[src/rtl/stack_controller_pkg.sv]
`default_nettype none
// ============================================================================
//  Module      : stack_controller_pkg
//  Description : Shared encodings for the stack calculator storage path:
//                memory modes, memory address width, stack op codes, the
//                stack controller state encodings and an op decode helper.
//  Revision    : 1.0 - initial release
// ============================================================================
package stack_controller_pkg;

    // Memory interface
    localparam int         MEMORY_ADDR_BITS  = 3;
    localparam logic [1:0] MEMORY_MODE_NONE  = 2'b00;
    localparam logic [1:0] MEMORY_MODE_READ  = 2'b01;
    localparam logic [1:0] MEMORY_MODE_WRITE = 2'b10;
    localparam logic [1:0] MEMORY_MODE_CLEAR = 2'b11;

    // Stack command op codes
    localparam logic [1:0] STACK_OP_CLEAR = 2'b00;
    localparam logic [1:0] STACK_OP_PUSH  = 2'b01;
    localparam logic [1:0] STACK_OP_POP   = 2'b10;
    localparam logic [1:0] STACK_OP_PEEK  = 2'b11;

    // Stack controller state encodings
    localparam logic [2:0] STACK_STATE_IDLE     = 3'd0;
    localparam logic [2:0] STACK_STATE_WRITE    = 3'd1;
    localparam logic [2:0] STACK_STATE_READ     = 3'd2;
    localparam logic [2:0] STACK_STATE_CAPTURE  = 3'd3;
    localparam logic [2:0] STACK_STATE_CLEARING = 3'd4;

    // One-hot view of a command op code
    typedef struct packed {
        logic clear;
        logic push;
        logic pop;
        logic peek;
    } stack_op_dec_t;

    function automatic stack_op_dec_t decode_op(input logic [1:0] op_code);
        stack_op_dec_t d;
        d.clear = (op_code == STACK_OP_CLEAR);
        d.push  = (op_code == STACK_OP_PUSH);
        d.pop   = (op_code == STACK_OP_POP);
        d.peek  = (op_code == STACK_OP_PEEK);
        return d;
    endfunction

endpackage
`default_nettype wire

[src/rtl/stack_controller.sv]
`default_nettype none
// ============================================================================
//  Module      : stack_controller
//  Description : Stack front-end for the storage memory. Converts PUSH, POP,
//                PEEK and CLEAR commands into registered memory mode/address/
//                data cycles, owns the stack pointer and full/empty status,
//                flags overflow/underflow and returns read nibbles with a
//                one-cycle valid pulse.
//                Optional macro STACKCTL_ERR_STICKY_EN: when defined, error
//                is latched until CLEAR or rst; otherwise it is a one-cycle
//                pulse after the offending command.
//  Revision    : 1.0 - initial release
// ============================================================================
module stack_controller
    import stack_controller_pkg::*;
#(
    parameter int ADDR_BITS = MEMORY_ADDR_BITS
) (
    input  logic                 clk,
    input  logic                 rst,
    input  logic                 op_valid,
    input  logic [1:0]           op,
    output logic                 op_ready,
    input  logic [3:0]           push_data,
    output logic [3:0]           result,
    output logic                 result_valid,
    output logic                 full,
    output logic                 empty,
    output logic [ADDR_BITS:0]   depth,
    output logic                 error,
    output logic [1:0]           mem_mode,
    output logic [ADDR_BITS-1:0] mem_address,
    output logic [3:0]           mem_data_in,
    input  logic [3:0]           mem_data_out
);

    localparam logic [ADDR_BITS:0] c_full_depth = {1'b1, {ADDR_BITS{1'b0}}};
    localparam logic [ADDR_BITS:0] c_one        = {{ADDR_BITS{1'b0}}, 1'b1};

    logic [2:0]           r_state;
    logic [ADDR_BITS:0]   r_sp;
    logic [1:0]           r_mem_mode;
    logic [ADDR_BITS-1:0] r_mem_address;
    logic [3:0]           r_mem_data_in;
    logic [3:0]           r_result;
    logic                 r_result_valid;
    logic                 r_error;

    logic                 w_accept;
    stack_op_dec_t        w_dec;
    logic                 w_full;
    logic                 w_empty;
    logic [ADDR_BITS:0]   w_sp_inc;
    logic [ADDR_BITS:0]   w_sp_dec;
    logic                 w_err_event;

    assign op_ready     = (r_state == STACK_STATE_IDLE) && !rst;
    assign w_accept     = op_valid && op_ready;
    assign w_dec        = decode_op(op);
    assign w_full       = (r_sp == c_full_depth);
    assign w_empty      = (r_sp == '0);
    assign w_sp_inc     = r_sp + c_one;
    assign w_sp_dec     = r_sp - c_one;
    // Overflow (PUSH while full) or underflow (POP/PEEK while empty)
    assign w_err_event  = w_accept &&
                          ((w_dec.push && w_full) ||
                           ((w_dec.pop || w_dec.peek) && w_empty));

    assign full         = w_full;
    assign empty        = w_empty;
    assign depth        = r_sp;
    assign result       = r_result;
    assign result_valid = r_result_valid;
    assign error        = r_error;
    assign mem_mode     = r_mem_mode;
    assign mem_address  = r_mem_address;
    assign mem_data_in  = r_mem_data_in;

    // Command FSM: pointer update, registered memory cycle and result capture
    always_ff @(posedge clk) begin
        if (rst) begin
            r_state        <= STACK_STATE_IDLE;
            r_sp           <= '0;
            r_mem_mode     <= MEMORY_MODE_NONE;
            r_mem_address  <= '0;
            r_mem_data_in  <= '0;
            r_result       <= '0;
            r_result_valid <= 1'b0;
        end else begin
            r_result_valid <= 1'b0;
            case (r_state)
                STACK_STATE_IDLE: begin
                    // Error cases are consumed here without any memory cycle
                    if (w_accept) begin
                        if (w_dec.push && !w_full) begin
                            r_mem_address <= r_sp[ADDR_BITS-1:0];
                            r_mem_data_in <= push_data;
                            r_sp          <= w_sp_inc;
                            r_mem_mode    <= MEMORY_MODE_WRITE;
                            r_state       <= STACK_STATE_WRITE;
                        end else if ((w_dec.pop || w_dec.peek) && !w_empty) begin
                            r_mem_address <= w_sp_dec[ADDR_BITS-1:0];
                            if (w_dec.pop) begin
                                r_sp <= w_sp_dec;
                            end
                            r_mem_mode    <= MEMORY_MODE_READ;
                            r_state       <= STACK_STATE_READ;
                        end else if (w_dec.clear) begin
                            r_sp          <= '0;
                            r_mem_mode    <= MEMORY_MODE_CLEAR;
                            r_state       <= STACK_STATE_CLEARING;
                        end
                    end
                end
                STACK_STATE_WRITE: begin
                    r_mem_mode <= MEMORY_MODE_NONE;
                    r_state    <= STACK_STATE_IDLE;
                end
                STACK_STATE_READ: begin
                    // Memory latches the cell on this edge; data is seen in CAPTURE
                    r_mem_mode <= MEMORY_MODE_NONE;
                    r_state    <= STACK_STATE_CAPTURE;
                end
                STACK_STATE_CAPTURE: begin
                    r_result       <= mem_data_out;
                    r_result_valid <= 1'b1;
                    r_state        <= STACK_STATE_IDLE;
                end
                STACK_STATE_CLEARING: begin
                    r_mem_mode <= MEMORY_MODE_NONE;
                    r_state    <= STACK_STATE_IDLE;
                end
                default: begin
                    r_mem_mode <= MEMORY_MODE_NONE;
                    r_state    <= STACK_STATE_IDLE;
                end
            endcase
        end
    end

`ifdef STACKCTL_ERR_STICKY_EN
    // Error latches on overflow/underflow and holds until CLEAR or reset
    always_ff @(posedge clk) begin
        if (rst) begin
            r_error <= 1'b0;
        end else if (w_err_event) begin
            r_error <= 1'b1;
        end else if (w_accept && w_dec.clear) begin
            r_error <= 1'b0;
        end
    end
`else
    // Error pulses for one cycle after the offending command is accepted
    always_ff @(posedge clk) begin
        if (rst) begin
            r_error <= 1'b0;
        end else begin
            r_error <= w_err_event;
        end
    end
`endif

endmodule
`default_nettype wire

[config.mk]
export PLATFORM = sky130hd
export DESIGN_NAME = stack_controller
export DESIGN_NICKNAME = d
export VERILOG_FILES = /design/src/rtl/stack_controller_pkg.sv /design/src/rtl/stack_controller.sv
export SDC_FILE = /design/constraint.sdc
export NUM_CORES = 1
export LEC_CHECK = 0
export ABC_CLOCK_PERIOD_IN_PS = 2670
export CAP_MARGIN = 20
export CORE_MARGIN = 3
export CORE_UTILIZATION = 45
export CTS_CLUSTER_SIZE = 20
export DETAILED_ROUTE_END_ITERATION = 12
export GPL_TIMING_DRIVEN = 1
export PLACE_DENSITY = 0.79
export SLEW_MARGIN = 40
export SYNTH_ARGS = -nofsm -noshare
export SYNTH_HDL_FRONTEND = slang
export SYNTH_SLANG_ARGS = --single-unit
[constraint.sdc]
create_clock -name clk -period 2.67 [get_ports clk]
set_clock_uncertainty 0.1 [all_clocks]
set_input_delay 0.534 -clock clk [delete_from_list [all_inputs] [get_ports clk]]
set_output_delay 0.534 -clock clk [all_outputs]
set_load 0.1 [all_outputs]
==> metrics.json, run 1 <==
{
  "min_period_ps": 2550,
  "worst-slew-pin-transition_ps": 774,
  "grt_pass1_wl_um": 4550,
  "largest_family_of_logic_cells_by_synthesized_area": "simple AND/OR/NAND/NOR gates",
  "setup_ws_pre_cts_ps": 290,
  "max-cap-violations": 0,
  "post_cts.repair.setup_buffers": 0,
  "num_vias": 1128,
  "nets": 188,
  "synth_ff_type": "sky130_fd_sc_hd__dfxtp_1",
  "hold_violations": 0,
  "worst-endpoint-required_ps": 2040,
  "internal-power_w": 0.000558,
  "timing.fmax_ghz": 0.393,
  "layout_commonest_cell": "sky130_fd_sc_hd__buf_4",
  "timing.hold.worst_endpoint": "result[3]",
  "hold_depth": 2,
  "floorplan.core_area_mm2": 0.00230,
  "place.port_buffers": 34,
  "worstHoldStart": "result[3]",
  "sequentialPowerShare": 0.426,
  "register_area_share_after_synthesis": 0.388,
  "synth-xor-area-share": 0.00772,
  "cts-root-buf": "sky130_fd_sc_hd__clkbuf_4",
  "antennaDiodeCount": 0,
  "timing.max_slew.rel_slack": 0.483,
  "cts-buffers-inserted": 3,
  "die_width_um": 56.2,
  "detailed_place_hpwl_um": 2100,
  "critical_path.startpoint_type": "flip-flop",
  "synth-warning-count": 0,
  "ant_nets": 0,
  "worst_hold_path_type": "flip-flop to flip-flop",
  "layout.core_utilization": 0.679,
  "regToRegStartpoint": "depth[0]",
  "layout.cells.most_common_list": "23 x sky130_fd_sc_hd__buf_4, 20 x sky130_fd_sc_hd__dfxtp_1, 19 x sky130_fd_sc_hd__a21oi_1, 17 x sky130_fd_sc_hd__nand2_1, 12 x sky130_fd_sc_hd__clkdlybuf4s50_1",
  "path_class": "flip-flop to primary output",
  "synth-compound-area-share": 0.219,
  "final-setup-viol-count": 0,
  "ctsHtreeMaxLevel": 1,
  "post-route-period-util": 0.953,
  "cp-end-kind": "primary output",
  "pwr-share-comb": 0.255,
  "vdd.ir_drop.worst_mv": 0.363,
  "clkPwrFrac": 0.319,
  "total_wire_length_after_detailed_routing_um": 2790,
  "rsz0062_at_grt": "false",
  "synthesized_flop_and_latch_total": 22,
  "syn_nets": 151,
  "terminus_of_the_critical_flop_to_flop_path": "mem_address[0]",
  "wire_per_inst_um": 13.9,
  "cellLeakagePower_nw": 0.609,
  "timing.final.max_slew_violations": 0,
  "drive_above_1_share": 0.244,
  "post_synth_and_or_nand_nor_area_fraction": 0.292,
  "synth-async-reset-ratio": 0,
  "max-clock-path-buffers": 2,
  "boundaryPins": 35,
  "r2r_slack_ps": 590,
  "synth_area_per_cell_um2": 8.34,
  "insertion_delay_ps": 320,
  "summed_negative_setup_slack_over_all_endpoints_ps": 0,
  "die_area_mm2": 0.00316,
  "synth-edff-count": 0,
  "whs_ps": 363,
  "clock_sinks": 22,
  "avgViaCountPerCell": 5.64,
  "p_sw_w": 0.000258,
  "cts.clk_slew.worst_paths_ps": 120,
  "setup.worst_path.start": "depth[0]",
  "p_per_area_mw_per_mm2": 523,
  "routabilityCongestion": 0.891,
  "detailed_routing_iteration_count_for_the_pre_antenna_repair_pass": 4,
  "post_synth_inst_count": 136,
  "cts-resized-gates": 0,
  "syn-cell-area_mm2": 0.00113,
  "die_height_um": 56.2,
  "netSwitchingFraction": 0.316,
  "top_fanout_value_on_the_critical_path": 8,
  "timing.final.ws_setup_ps": 124,
  "synth_adder_area_share": 0.0221,
  "floorplan.initialDensity": 0.494,
  "grtUsageTotal": 0.179,
  "grt_max_degree": 14,
  "syn_to_final_growth_pct": 37.4,
  "via_count_of_the_first_global_routing_pass": 971,
  "register_to_register_path_depth": 6,
  "fillCellCount": 212,
  "cp_data_arrival_time_ps": 1910,
  "initial_antenna_violation_count": 0,
  "ctsHoldBuffers": 0,
  "route.detailed.drc": 0,
  "cts_tree": "built",
  "row_count": 17,
  "detailedRoute.firstIterationViolations": 23,
  "post_synth_mux_area_share": 0.0176,
  "grt_overflow_total": 0,
  "synth_cell_type_count": 44,
  "result_of_the_run": "completed"
}
[final cells by class]
class                      instances  area (µm²)  area share
clock buffer                       3        22.5      0.0144
clock inverter                     1        30.0      0.0193
inverter                           7        26.3      0.0169
multi-input combinational        101         649       0.417
sequential                        22         443       0.284
tap                               28        35.0      0.0225
timing repair buffer              38         353       0.226
[stage by stage]
stage | instance area, µm² | std cells | total power, W
after CTS | 1560 | 200 | 0.000821
after floorplan | 1150 | 136 | 0.000498
after global routing | 1560 | 200 | 0.000853
final | 1560 | 200 | 0.000815
after detailed placement | 1510 | 196 | 0.000561
after global placement | 1510 | 196 | 0.000560
[worst max-delay path by stage]
stage                     end  slack, ps  cells after the start
2_1_floorplan        depth[1]        140                      6
6_report                empty        120                      5
5_1_grt                 empty          7                      5
3_3_place_gp   mem_address[0]        340                      5
4_1_cts                 empty        130                      5
3_5_place_dp   mem_address[0]        290                      5
[state kept, by name (all words and copies together), names as in the netlist]
name / count
depth: 4
result: 4
mem_mode: 2
result_valid: 1
r_state: 3
mem_data_in: 4
error: 1
mem_address: 3
[metal layers]
layer  part of all wire  vias up  global-route usage
met3              0.048        5              0.0325
li1                   -      565                   -
met2               0.46       28               0.282
met1               0.47      530               0.238
met5                  0        -                   0
met4              0.016        0              0.0712
[synthesized netlist by cell type (3+ instances only)]
cell                        n  share of area
sky130_fd_sc_hd__dfxtp_1   22           0.39
sky130_fd_sc_hd__a21oi_1   19          0.084
sky130_fd_sc_hd__nand2_1   17          0.056
sky130_fd_sc_hd__nand3_1   10          0.044
sky130_fd_sc_hd__inv_1      5          0.017
sky130_fd_sc_hd__o21ai_0    5          0.022
sky130_fd_sc_hd__nor2_1     4          0.013
sky130_fd_sc_hd__nor3_1     4          0.018
sky130_fd_sc_hd__nand2b_1   3          0.017
[worst max-delay path: stages (launching register included)]
cell and delay [ps]:
sky130_fd_sc_hd__dfxtp_2 380, sky130_fd_sc_hd__inv_1 100, sky130_fd_sc_hd__ha_1 350, sky130_fd_sc_hd__or3b_1 460, sky130_fd_sc_hd__inv_2 130, sky130_fd_sc_hd__buf_12 180
[kinds of logic (layout without fill, tap and decap cells)]
kind of cell,Yosys count,after routing
simple gates,57,57
compound gates,39,39
flops,22,22
buf+inv,13,49
fa+ha+maj,2,2
mux,2,2
xor+xnor,1,1
[power by group through the flow]
stage / registers [W] / clock network (W) / logic [W]
detailed placement: 0.000355 / 0 / 0.000206
floorplan: 0.000409 / 0 / 0.0000889
CTS: 0.000348 / 0.000265 / 0.000207
finish: 0.000348 / 0.000260 / 0.000208
global placement: 0.000355 / 0 / 0.000205
global route: 0.000350 / 0.000285 / 0.000219
No activity file was read; power rests on OpenSTA's default activity.
==> run 2, diff against run 1 <==
--- a/config.mk
+++ b/config.mk
@@ -7,12 +7,13 @@
 export LEC_CHECK = 0
 export ABC_CLOCK_PERIOD_IN_PS = 2670
 export CAP_MARGIN = 20
-export CORE_MARGIN = 3
+export CORE_MARGIN = 4
 export CORE_UTILIZATION = 45
 export CTS_CLUSTER_SIZE = 20
 export DETAILED_ROUTE_END_ITERATION = 12
 export GPL_TIMING_DRIVEN = 1
 export PLACE_DENSITY = 0.79
+export SETUP_SLACK_MARGIN = 0.5
 export SLEW_MARGIN = 40
 export SYNTH_ARGS = -nofsm -noshare
 export SYNTH_HDL_FRONTEND = slang
==> run 2 against run 1 <==
  * Global-route usage rose by 1.0 points
  * First-iteration DRC count rose by 30%
  * Cell count rose by 2.0%
  * Via count rose by 1.6%
  * Critical endpoint unchanged
==> metrics.json, run 2 (same netlist as run 1, synthesis figures left out) <==
{
  "netSwitchingFraction": {"value": 0.332, "change": "+0.0163"},
  "detailed_routing_iteration_count_for_the_pre_antenna_repair_pass": {"value": 4, "change": "unchanged"},
  "insertion_delay": {"value": 310, "unit": "ps", "change": "about the same"},
  "cts-buffers-inserted": {"value": 3, "change": "unchanged"},
  "die_area": {"value": 0.00339, "unit": "mm²", "change": "+7.2%"},
  "die_width": {"value": 58.2, "unit": "µm", "change": "+3.6%"},
  "r2r_slack": {"value": 780, "unit": "ps", "change": "+190 ps"},
  "die_height": {"value": 58.2, "unit": "µm", "change": "+3.6%"},
  "cp_num_buf_inv": {"value": 3, "change": "unchanged"},
  "placed_area": {"value": 0.00151, "unit": "mm²", "change": "+0.33%"},
  "hold_depth": {"value": 2, "change": "unchanged"},
  "cpMaxStageDelayCell": "sky130_fd_sc_hd__or3b_4",
  "terminus_of_the_critical_flop_to_flop_path": "depth[1]",
  "timing.fmax": {"value": 0.466, "unit": "GHz", "change": "+19%"},
  "hold_violations": {"value": 0, "change": "unchanged"},
  "path_class": "flip-flop to primary output",
  "cts.clk_slew.worst_paths": {"value": 130, "unit": "ps", "change": "about the same"},
  "drive_above_1_share": {"value": 0.301, "change": "+0.0570"},
  "cts_tree": "built",
  "result_of_the_run": "completed",
  "min_period": {"value": 2140, "unit": "ps", "change": "-401 ps"},
  "row_count": {"value": 17, "change": "unchanged"},
  "max-cap-violations": {"value": 0, "change": "unchanged"},
  "grt_max_degree": {"value": 19, "change": "+5"},
  "grt_pass1_wl": {"value": 5040, "unit": "µm", "change": "+11%"},
  "worst_hold_path_type": "flip-flop to flip-flop",
  "place.port_buffers": {"value": 34, "change": "unchanged"},
  "grtUsageTotal": {"value": 0.189, "change": "+0.0104"},
  "routabilityCongestion": {"value": 0.825, "change": "-7.4%"},
  "num_vias": {"value": 1146, "change": "+1.6%"},
  "antennaDiodeCount": {"value": 0, "change": "unchanged"},
  "sequentialPowerShare": {"value": 0.438, "change": "+0.012"},
  "regToRegStartpoint": "depth[1]",
  "boundaryPins": {"value": 35, "change": "unchanged"},
  "worst-endpoint-required": {"value": 2040, "unit": "ps", "change": "about the same"},
  "vdd.ir_drop.worst": {"value": 0.357, "unit": "mV", "change": "-1.7%"},
  "post-route-period-util": {"value": 0.803, "change": "-0.150"},
  "fillCellCount": {"value": 198, "change": "-6.6%"},
  "syn_to_final_growth_pct": 42.8,
  "via_count_of_the_first_global_routing_pass": {"value": 1066, "change": "+9.8%"},
  "layout_commonest_cell": "sky130_fd_sc_hd__buf_4",
  "timing.hold.worst_endpoint": "result[3]",
  "timing.critical_path.slowest_cell_delay": {"value": 390, "unit": "ps", "change": "-70 ps"},
  "initial_antenna_violation_count": {"value": 0, "change": "unchanged"},
  "whs": {"value": 368, "unit": "ps", "change": "+5.33 ps"},
  "worstHoldStart": "result[3]",
  "rsz0062_at_grt": "true",
  "floorplan.core_area": {"value": 0.00230, "unit": "mm²", "change": "unchanged"},
  "ctsHoldBuffers": {"value": 0, "change": "unchanged"},
  "avgViaCountPerCell": {"value": 5.62, "change": "-0.40%"},
  "clock_sinks": {"value": 22, "change": "unchanged"},
  "grt_overflow_total": {"value": 0, "change": "unchanged"},
  "detailedRoute.firstIterationViolations": {"value": 30, "change": "+30%"},
  "max-clock-path-buffers": {"value": 2, "change": "unchanged"},
  "cp-end-kind": "primary output",
  "critical_path.startpoint_type": "flip-flop",
  "pwr-share-comb": {"value": 0.280, "change": "+0.025"},
  "worst-slew-pin-transition": {"value": 700, "unit": "ps", "change": "-74.0 ps"},
  "ctsHtreeMaxLevel": {"value": 1, "change": "unchanged"},
  "summed_negative_setup_slack_over_all_endpoints": {"value": 0, "unit": "ps", "change": "unchanged"},
  "cellLeakagePower": {"value": 0.629, "unit": "nW", "change": "+3.3%"},
  "total_wire_length_after_detailed_routing": {"value": 3070, "unit": "µm", "change": "+10%"},
  "cts-root-buf": "sky130_fd_sc_hd__clkbuf_4",
  "p_per_area": {"value": 487, "unit": "mW/mm²", "change": "-6.8%"},
  "route.detailed.drc": {"value": 0, "change": "unchanged"},
  "timing.final.max_slew_violations": {"value": 0, "change": "unchanged"},
  "register_to_register_path_depth": {"value": 8, "change": "+2"},
  "setup.worst_path.start": "depth[1]",
  "layout.cells.most_common_list": "27 x sky130_fd_sc_hd__buf_4, 19 x sky130_fd_sc_hd__a21oi_1, 18 x sky130_fd_sc_hd__dfxtp_1, 17 x sky130_fd_sc_hd__nand2_1, 11 x sky130_fd_sc_hd__clkdlybuf4s50_1",
  "timing.max_slew.rel_slack": {"value": 0.532, "change": "+0.0494"},
  "top_fanout_value_on_the_critical_path": {"value": 3, "change": "-5"},
  "p_sw": {"value": 0.000262, "unit": "W", "change": "+1.8%"},
  "clkPwrFrac": {"value": 0.281, "change": "-0.038"},
  "cpLargestDelayFamily": "simple AND/OR/NAND/NOR gates",
  "internal-power": {"value": 0.000527, "unit": "W", "change": "-5.5%"},
  "cp_data_arrival_time": {"value": 1510, "unit": "ps", "change": "-400 ps"},
  "ant_nets": {"value": 0, "change": "unchanged"},
  "wire_per_inst": {"value": 15.1, "unit": "µm", "change": "+8.1%"},
  "crit_path_cell_trace": "inv_4 > ha_4 > or3b_4 > clkinv_4 > buf_12",
  "final-setup-viol-count": {"value": 0, "change": "unchanged"},
  "fin_area": {"value": 0.00162, "unit": "mm²", "change": "+3.9%"},
  "nets": {"value": 192, "change": "+2.1%"},
  "total_power": {"value": 0.000790, "unit": "W", "change": "-3.2%"},
  "floorplan.initialDensity": {"value": 0.494, "change": "unchanged"},
  "detailed_place_hpwl": {"value": 2250, "unit": "µm", "change": "+7.3%"}
}
[run 2: worst max-delay path by stage]
stage / end / cells past startpoint
2_1_floorplan: op_ready / 1
3_3_place_gp: mem_address[0] / 5
3_5_place_dp: depth[0] / 5
4_1_cts: empty / 5
5_1_grt: empty / 5
6_report: empty / 5
[run 2: routing by layer]
| metal | share of wire | up-vias | global-route usage |
|---|---|---|---|
| met5 | 0 | - | 0 |
| met4 | 0.0049 | 0 | 0.0563 |
| met3 | 0.052 | 2 | 0.0245 |
| met2 | 0.51 | 34 | 0.342 |
| met1 | 0.43 | 526 | 0.231 |
| li1 | - | 584 | - |
[run 2: stage by stage]
stage	std cells	utilization	setup slack [ps]
floorplan	136	-	515
global placement	194	0.658	415
detailed placement	194	0.658	339
CTS	202	0.698	504
global route	204	0.705	479
finish	204	0.705	525
[run 2: timing repair]
item | 4_1_cts | 5_1_grt
buffers inserted | 4 | 2
gates resized for setup | 6 | 2
endpoints found under the setup margin | 2 | 2
pin swaps | 2 | 1
[run 2: worst min-delay path, cell delays in order, from the launching register on]
cell	delay (ps)
sky130_fd_sc_hd__dfxtp_1	330
sky130_fd_sc_hd__nand2_1	50
sky130_fd_sc_hd__a21oi_1	50
[run 2: power groups by stage]
stage	clock (W)	sequential [W]	combinational [W]
after floorplan	0	0.000408	0.0000913
after global routing	0.000246	0.000348	0.000233
final	0.000222	0.000346	0.000221
after global placement	0	0.000353	0.000205
after CTS	0.000228	0.000346	0.000218
after detailed placement	0	0.000354	0.000208
[run 2: cell type report]
type | count | area, µm² | area share
tap | 28 | 35.0 | 0.0216
clock buffer | 4 | 47.5 | 0.0293
sequential | 22 | 450 | 0.278
multi-input combinational | 101 | 667 | 0.412
inverter | 7 | 38.8 | 0.0239
timing repair buffer | 42 | 382 | 0.236
